## src/rtl/uart_tx_fifo.sv

```systemverilog
// Transmit FIFO feeding the UART core: queues bytes and launches one at a time.
// Optional clear-to-send gating is enabled with UART_TX_FIFO_CTS_EN.
module uart_tx_fifo #(
    parameter int unsigned ADDR_WIDTH     = 4,
    parameter int unsigned LAUNCH_TIMEOUT = 8
) (
    input  logic                  clk,
    input  logic                  rst,
    input  logic                  wr_stb,
    input  logic [7:0]            wr_data,
    input  logic                  flush,
    output logic                  full,
    output logic                  empty,
    output logic [ADDR_WIDTH:0]   count,
    output logic                  overflow,
    output logic                  tx_drop,
    output logic                  uart_transmit,
    output logic [7:0]            uart_tx_byte,
    input  logic                  uart_is_transmitting
`ifdef UART_TX_FIFO_CTS_EN
    ,
    input  logic                  cts_n
`endif
);

    localparam int unsigned AW    = ADDR_WIDTH;
    localparam int unsigned CW    = ADDR_WIDTH + 1;
    localparam int unsigned DEPTH = 2 ** ADDR_WIDTH;
    localparam int unsigned TW    = 8;

    typedef enum logic [1:0] {
        ST_IDLE      = 2'd0,
        ST_WAIT_BUSY = 2'd1,
        ST_WAIT_DONE = 2'd2
    } state_t;

    logic [7:0]    r_mem [DEPTH];
    logic [AW-1:0] r_wptr;
    logic [AW-1:0] r_rptr;
    logic [CW-1:0] r_count;
    logic          r_overflow;

    state_t        r_state;
    logic [TW-1:0] r_timer;
    logic          r_transmit;
    logic          r_tx_drop;
    logic [7:0]    r_tx_byte;

    state_t        w_state_nxt;
    logic [TW-1:0] w_timer_nxt;
    logic          w_transmit_nxt;
    logic          w_tx_drop_nxt;
    logic [7:0]    w_tx_byte_nxt;
    logic          w_pop;
    logic          w_wr_ok;
    logic          w_full;
    logic          w_empty;
    logic          w_cts_ok;

    assign w_full  = (r_count == CW'(DEPTH));
    assign w_empty = (r_count == CW'(0));
    // A flush cycle ignores the write and suppresses any pop.
    assign w_wr_ok = wr_stb && !w_full && !flush;

`ifdef UART_TX_FIFO_CTS_EN
    logic [1:0] r_cts_sync;

    // Two-flop synchroniser; resets to "not clear".
    always_ff @(posedge clk) begin
        if (rst) begin
            r_cts_sync <= 2'b11;
        end else begin
            r_cts_sync <= {r_cts_sync[0], cts_n};
        end
    end

    assign w_cts_ok = !r_cts_sync[1];
`else
    assign w_cts_ok = 1'b1;
`endif

    // Storage array carries no reset; only pointers and count define contents.
    always_ff @(posedge clk) begin
        if (w_wr_ok) begin
            r_mem[r_wptr] <= wr_data;
        end
    end

    always_ff @(posedge clk) begin
        if (rst) begin
            r_wptr     <= '0;
            r_rptr     <= '0;
            r_count    <= '0;
            r_overflow <= 1'b0;
        end else begin
            r_overflow <= wr_stb && w_full;
            if (flush) begin
                r_rptr  <= r_wptr;
                r_count <= '0;
            end else begin
                if (w_wr_ok) begin
                    r_wptr <= r_wptr + AW'(1);
                end
                if (w_pop) begin
                    r_rptr <= r_rptr + AW'(1);
                end
                r_count <= r_count + CW'(w_wr_ok) - CW'(w_pop);
            end
        end
    end

    always_ff @(posedge clk) begin
        if (rst) begin
            r_state    <= ST_IDLE;
            r_timer    <= '0;
            r_transmit <= 1'b0;
            r_tx_drop  <= 1'b0;
            r_tx_byte  <= '0;
        end else begin
            r_state    <= w_state_nxt;
            r_timer    <= w_timer_nxt;
            r_transmit <= w_transmit_nxt;
            r_tx_drop  <= w_tx_drop_nxt;
            r_tx_byte  <= w_tx_byte_nxt;
        end
    end

    // Launch FSM: one byte in flight, tracked via the core's busy flag.
    always_comb begin
        w_state_nxt    = r_state;
        w_timer_nxt    = r_timer;
        w_transmit_nxt = 1'b0;
        w_tx_drop_nxt  = 1'b0;
        w_tx_byte_nxt  = r_tx_byte;
        w_pop          = 1'b0;
        case (r_state)
            ST_IDLE: begin
                if (!w_empty && w_cts_ok && !flush) begin
                    w_pop          = 1'b1;
                    w_transmit_nxt = 1'b1;
                    w_tx_byte_nxt  = r_mem[r_rptr];
                    w_timer_nxt    = '0;
                    w_state_nxt    = ST_WAIT_BUSY;
                end
            end
            ST_WAIT_BUSY: begin
                if (uart_is_transmitting) begin
                    w_state_nxt = ST_WAIT_DONE;
                end else if (r_timer == TW'(LAUNCH_TIMEOUT - 1)) begin
                    w_tx_drop_nxt = 1'b1;
                    w_state_nxt   = ST_IDLE;
                end else begin
                    w_timer_nxt = r_timer + TW'(1);
                end
            end
            ST_WAIT_DONE: begin
                if (!uart_is_transmitting) begin
                    w_state_nxt = ST_IDLE;
                end
            end
            default: begin
                w_state_nxt = ST_IDLE;
            end
        endcase
    end

    assign full          = w_full;
    assign empty         = w_empty;
    assign count         = r_count;
    assign overflow      = r_overflow;
    assign tx_drop       = r_tx_drop;
    assign uart_transmit = r_transmit;
    assign uart_tx_byte  = r_tx_byte;

endmodule

```

## config.mk

```make
export PLATFORM = sky130hd
export DESIGN_NAME = uart_tx_fifo
export DESIGN_NICKNAME = d
export VERILOG_FILES = /design/src/rtl/uart_tx_fifo.sv
export SDC_FILE = /design/constraint.sdc
export NUM_CORES = 1
export LEC_CHECK = 0
export CAP_MARGIN = 20
export CORE_MARGIN = 8
export CORE_UTILIZATION = 50
export CTS_CLUSTER_DIAMETER = 100
export DETAILED_ROUTE_END_ITERATION = 8
export PLACE_DENSITY_LB_ADDON = 0.2
export SETUP_SLACK_MARGIN = 0.02
export SLEW_MARGIN = 40
export SYNTH_ARGS = -nofsm -noshare
export SYNTH_HDL_FRONTEND = slang
export SYNTH_SLANG_ARGS = --single-unit
```

## constraint.sdc

```tcl
create_clock -name clk -period 2.5 [get_ports clk]
set_input_delay 0.5 -clock clk [delete_from_list [all_inputs] [get_ports clk]]
set_output_delay 0.5 -clock clk [all_outputs]
set_load 0.02 [all_outputs]
```

==> Word level (Yosys, flattened, before mapping) <==
Memory sizes are Yosys's and may differ from the RTL's. A register that Yosys moved wholly into a read port is not among the register bits.
Cells that the tools add are included.
{ "totals": {"regBits": 26, "mem_bits_rw": 128, "output_inout_bits": 18, "memories": 1} }
{ "classes": {"addsub": 5, "n_eq_ne": 9, "mux": 16, "n_bitwise": 2, "reduce_logical": 17} }
{ "mem_list": {"columns": ["memory", "words", "width", "read_ports", "rd_clocked_by_memory_dff", "write_ports", "line_no", "source"], "rows": [
  ["r_mem", 16, 8, 1, 1, 1, "37", "logic [7:0] r_mem [DEPTH];"]
]} }
{ "op_table": {"columns": ["cell", "n"], "rows": [
  ["$mux 8", 3],
  ["$pmux 8 s2", 1],
  ["$add 4x1->4 const B", 2],
  ["$add 8x1->8 const B", 1],
  ["$eq 8x3->1 const B", 1],
  ["$mux 2", 4],
  ["$mux 4", 2],
  ["$ne 2x2->1 const B", 4],
  ["$pmux 2 s3", 1],
  ["$add 5x1->5", 1],
  ["$eq 5x5->1 const B", 1],
  ["$logic_not 5->1", 1],
  ["$mux 1", 5],
  ["$sub 5x1->5", 1],
  ["$logic_and 1x1->1", 4],
  ["$reduce_and 2->1", 2],
  ["$reduce_and 4->1", 1],
  ["$reduce_bool 2->1", 2],
  ["$logic_not 1->1", 3],
  ["$ne 3x3->1 const B", 1],
  ["$reduce_and 3->1", 1],
  ["$reduce_or 3->1", 1],
  ["$eq 2x1->1 const B", 1],
  ["$eq 2x2->1 const B", 1],
  ["3 further kinds", 4]
]} }

==> Longest topological paths before layout <==
{ "depth": {"word_depth": 7, "ltp_mapped": 15} }

==> Least setup slack after synthesis <==
Ideal clock, no wire load.
{ "synth_timing": {"kind": "flip-flop to flip-flop", "startpoint": "register r_count[2] (netlist: count[2])", "endpoint": "register r_count[4] (netlist: count[4])", "setup_time_ps": 96, "t_arrival_ps": 2616, "setup_slack_ps": -212, "path_stages_with_launch": 16, "synth_period_minus_slack_ps": 2712, "cell_sequence": "dfxtp_1 -> inv_1 -> ha_1 -> nand4bb_1 -> and2_1 -> clkbuf_1 -> inv_1 -> ha_1 -> inv_1 -> ha_1 -> inv_1 -> fa_1 -> nor2b_1 -> o21bai_1 -> nand3_1 -> nor4b_1"} }
{ "synth_via": {"elab_chain_len": 6, "elab_cells_between_ends": 11, "cone_classes": "2 x add/sub; 1 x eq/ne; 2 x mux; 6 x reduce/logical"} }
{ "synth_rtl": {"columns": ["element", "line_no", "source"], "rows": [
  ["start, declared", "40", "logic [CW-1:0] r_count;"],
  ["start signal, assigned", "107", "r_count <= r_count + CW'(w_wr_ok) - CW'(w_pop);"],
  ["$eq 5x5->1 or $logic_not 5->1 (tied branches)", "60, 61", null],
  ["$logic_not 1->1, on equally long branches", "63, 138", null],
  ["$logic_and 1x1->1, on equally long branches", "63, 138", null],
  ["$logic_and 1x1->1 or $mux 1 (tied branches)", "63, 138", null],
  ["$add 5x1->5 or $mux 1 (tied branches)", "107, 136", null],
  ["$sub 5x1->5 (*)", "107", null]
]} }
Mark *: on every way between the ends. The rest lies on a longest branch, timed or not.
A chain may end at the register's enable or synchronous reset.

==> Worst setup path in the final report <==
{ "layout_timing": {"startpoint": "register r_count[3] (netlist: count[3])", "endpoint": "register r_count[4] (netlist: count[4])"} }
{ "layout_via": {"elab_chain_len": 6, "elab_cells_between_ends": 11, "cone_classes": "2 x add/sub; 1 x eq/ne; 2 x mux; 6 x reduce/logical"} }
{ "layout_rtl": {"columns": ["element", "line_no", "source"], "rows": [
  ["$logic_not 5->1", "61", "assign w_empty = (r_count == CW'(0));"],
  ["$logic_not 1->1", "138", "if (!w_empty && w_cts_ok && !flush) begin"],
  ["$logic_and 1x1->1", "138", null],
  ["$mux 1", "138", null],
  ["$mux 1", "136", "case (r_state)"],
  ["via w_pop", "54", "logic w_pop;"],
  ["$sub 5x1->5", "107", null]
]} }
The timed path passes the listed nets, and every way through them passes these cells.

==> flow_summary.ini <==
[setup_path]
reg2reg_slack_ns = 0.04
crit_family = simple AND/OR/NAND/NOR gates
worstPathArrival_ns = 2.79
cpMostUsedCell = ha_4
r2r_cells = 14
path_buf_inv = 4
critPathSlowestCell = or4b_4
r2r-start = count[3]$_SDFF_PP0_
crit_chain = inv_4 -> ha_4 -> or4b_4 -> nand2_4 -> inv_4 -> ha_4 -> inv_2 -> ha_4 -> inv_2 -> fa_2 -> nor2b_2 -> o21bai_1 -> nand3_1 -> nor4b_2
critPathMaxFanout = 2
crit_type = flop to flop
worstPathRequired_ns = 2.83
crit_path_max_incr_delay_ns = 0.48
reg2reg_to = count[4]$_SDFF_PP0_
critPathLaunchType = flop
cp.depth = 14
cp-end-kind = flop

[logic_synthesis]
syn_inst = 392
synthFlopType = edfxtp_1
synth_edf_count = 128
ys_seq_area_frac = 0.688
synth_warnings = 0
ys_ff_latch = 162
syn_area_sq_um = 6570
syn_nets = 418
synth_top_area_share = 0.585
synthTopCellsByArea = edfxtp_1 58%, mux4_2 11%, dfxtp_1 10%, mux2i_1 3.0%, ha_1 2.3%
synth_cell_types = 49
synthArstFlopShare = 0
synth.largest_area_cell = edfxtp_1
avgSynthCellArea_sq_um = 16.8

[pwr]
pwr_density_cell_nw_per_um2 = 927
ir_worst_vdd_v = 0.000689
power.leakage_nw = 2.69

[clock_tree]
cts_tree = yes
cts_root_buf = clkbuf_16
h-tree-depth = 4
cts_buffer_depth = 2
clock-sinks = 162
cts_made_buffers = 17
path_clk_slew_ns = 0.06
ctsHoldBuffers = 0
insertion_delay_ns = 0.42

[timing]
grt_setup_unrepaired = yes
fin_ws_ns = 0.0412
hold_viol_final = 0
skew_ns = 0.00825
setup_violations = 0
period_needed_ns = 2.46
min_period_over_period = 0.984
maxSlewViolCount = 0
tightestPinTransition_ns = 0.621
fmax_mhz = 407
slew_headroom = 0.585

[finish]
drive_gt1_frac = 0.280
finalNonFillerCells = 659
nFillCells = 987
regArea_sq_um = 4530
antenna-diode-count = 0
fin_nets = 496
fin_area_sq_um = 8000
multi_input_area_sq_um = 1950
syn2layout_area_growth_pct = 21.8

[route]
drt_first_pass_iters = 4
ant_nets = 0
vias = 3697
drcViolationCount = 0
viasPerCell = 5.61
wl_um = 13200
drt-initial-drc-count = 309
wl_per_cell_um = 20.1

[grt]
grt_max_degree = 36
grt_overflow_total = 0
grt_usage = 0.172
antenna_found_initial = 0
grt_pass1_wl_um = 20900
grt_pass1_vias = 3886

[die]
coreArea_sq_um = 13000
ios = 31
design.die.area_sq_um = 17100
rows = 42
die_x_um = 131
die_h_um = 131
start_util = 0.504

[min_path]
worstHoldPathType = flop to flop
min_from = r_timer[7]$_SDFFE_PP0P_
holdPathStages = 2
hold_path_end = r_timer[7]$_SDFFE_PP0P_

[placed_design]
post-place-ws_ns = -0.277
dpl.hpwl_um = 8810
gp_congestion = 0.796
portBuffers = 30
dp.cells = 624
place_area_sq_um = 7410

[status]
status = finished clean

[flow_run]
max_cap_viol_count = 0
[sequential cells by signal (all words and copies together), names as in the netlist]
register and flops:
uart_tx_byte 8, r_state 2, count 5, r_mem 128
r_wptr 4, overflow 1, uart_transmit 1, r_rptr 4
r_timer 8, tx_drop 1
[final cells by class]
cell class,instances,share of cell area
multi-input cells,194,0.243
clock buffers,18,0.0536
clock inverters,14,0.0161
well taps,176,0.0275
flip-flops and latches,162,0.566
repair buffers,79,0.0844
inverters,16,0.00844
[cell usage in the layout, fill, tap and decap left out, drive strengths merged, types with 8 or more instances in the layout]
cell,n
buf,50
clkbuf,18
clkdlybuf4s50,29
dfxtp,34
edfxtp,128
ha,12
inv,21
mux2i,20
mux4,32
nand2,16
nand3,17
nor2,22
nor3,8
o221ai,8
[through the flow]
step / power [W] / hold WS [ns] / util / setup TNS, ns
after floorplan: 0.00428 / 0.443 / - / -0.0451
after global placement: 0.00492 / 0.463 / 0.569 / -0.301
after detailed placement: 0.00498 / 0.476 / 0.569 / -0.442
after CTS: 0.00748 / 0.487 / 0.614 / 0
after global routing: 0.00777 / 0.500 / 0.614 / -0.120
final: 0.00742 / 0.482 / 0.614 / 0
[cells by family (layout without fill, tap and decap cells)]
logic type,count (synthesis),count (layout),synth area share
muxes,52,52,0.140
adders and majority gates,13,13,0.0259
xor gates and xnor gates,9,9,0.0120
buffers and inverters,36,127,0.0234
AOI/OAI and AO/OA,33,33,0.0404
DFF,162,162,0.688
and+or+nand+nor,87,87,0.0699
[worst reg2reg max path: stages (launching register included)]
cell and delay, ns:
dfxtp_4 0.35, inv_4 0.06, ha_4 0.12, or4b_4 0.48, nand2_4 0.09, inv_4 0.04
ha_4 0.20, inv_2 0.06, ha_4 0.13, inv_2 0.03, fa_2 0.33, nor2b_2 0.13
o21bai_1 0.09, nand3_1 0.09, nor4b_2 0.17
[cell usage after synthesis, types with 2 or more instances]
cell type	n
edfxtp_1	128
dfxtp_1	34
mux4_2	32
nor2_1	22
mux2i_1	20
nand3_1	17
nand2_1	15
inv_1	13
ha_1	12
clkbuf_1	9
o221ai_1	8
nor3_1	7
buf_2	6
nand2b_1	6
a21oi_1	5
xor2_1	5
and3_1	4
xnor2_1	4
buf_4	3
nor2b_1	3
o2111ai_1	3
or3_1	3
a2111o_1	2
a211oi_1	2
a311oi_1	2
buf_1	2
inv_2	2
o21ai_0	2
[power by group]
| group | internal (W) | switching (W) |
|---|---|---|
| combinational | 0.000893 | 0.000954 |
| sequential | 0.00304 | 0.0000923 |
| clock | 0.00138 | 0.00105 |
| total | 0.00532 | 0.00210 |
[routing by layer]
metal | track usage | vias up | wire length, um
met1 | 0.200 | 1897 | 5540
met2 | 0.295 | 94 | 6820
li1 | - | 1693 | -
met4 | 0.0641 | 0 | 164
met3 | 0.0515 | 13 | 694
met5 | 0 | - | 0
[what timing repair did]
action	in CTS	in global routing
pin swaps	5	1
resized for setup	5	3
hold endpoints to repair	0	0
buffers inserted	2	1
setup endpoints to repair	2	3
[how the worst max path moves through the flow]
stage,end,start
finish,count[4]$_SDFF_PP0_,count[3]$_SDFF_PP0_
global route,count[2]$_SDFF_PP0_,count[3]$_SDFF_PP0_
CTS,count[4]$_SDFF_PP0_,count[3]$_SDFF_PP0_
detailed placement,count[4]$_SDFF_PP0_,flush
global placement,count[4]$_SDFF_PP0_,flush
floorplan,count[4]$_SDFF_PP0_,count[3]$_SDFF_PP0_
Power figures use the tool's default switching activity.
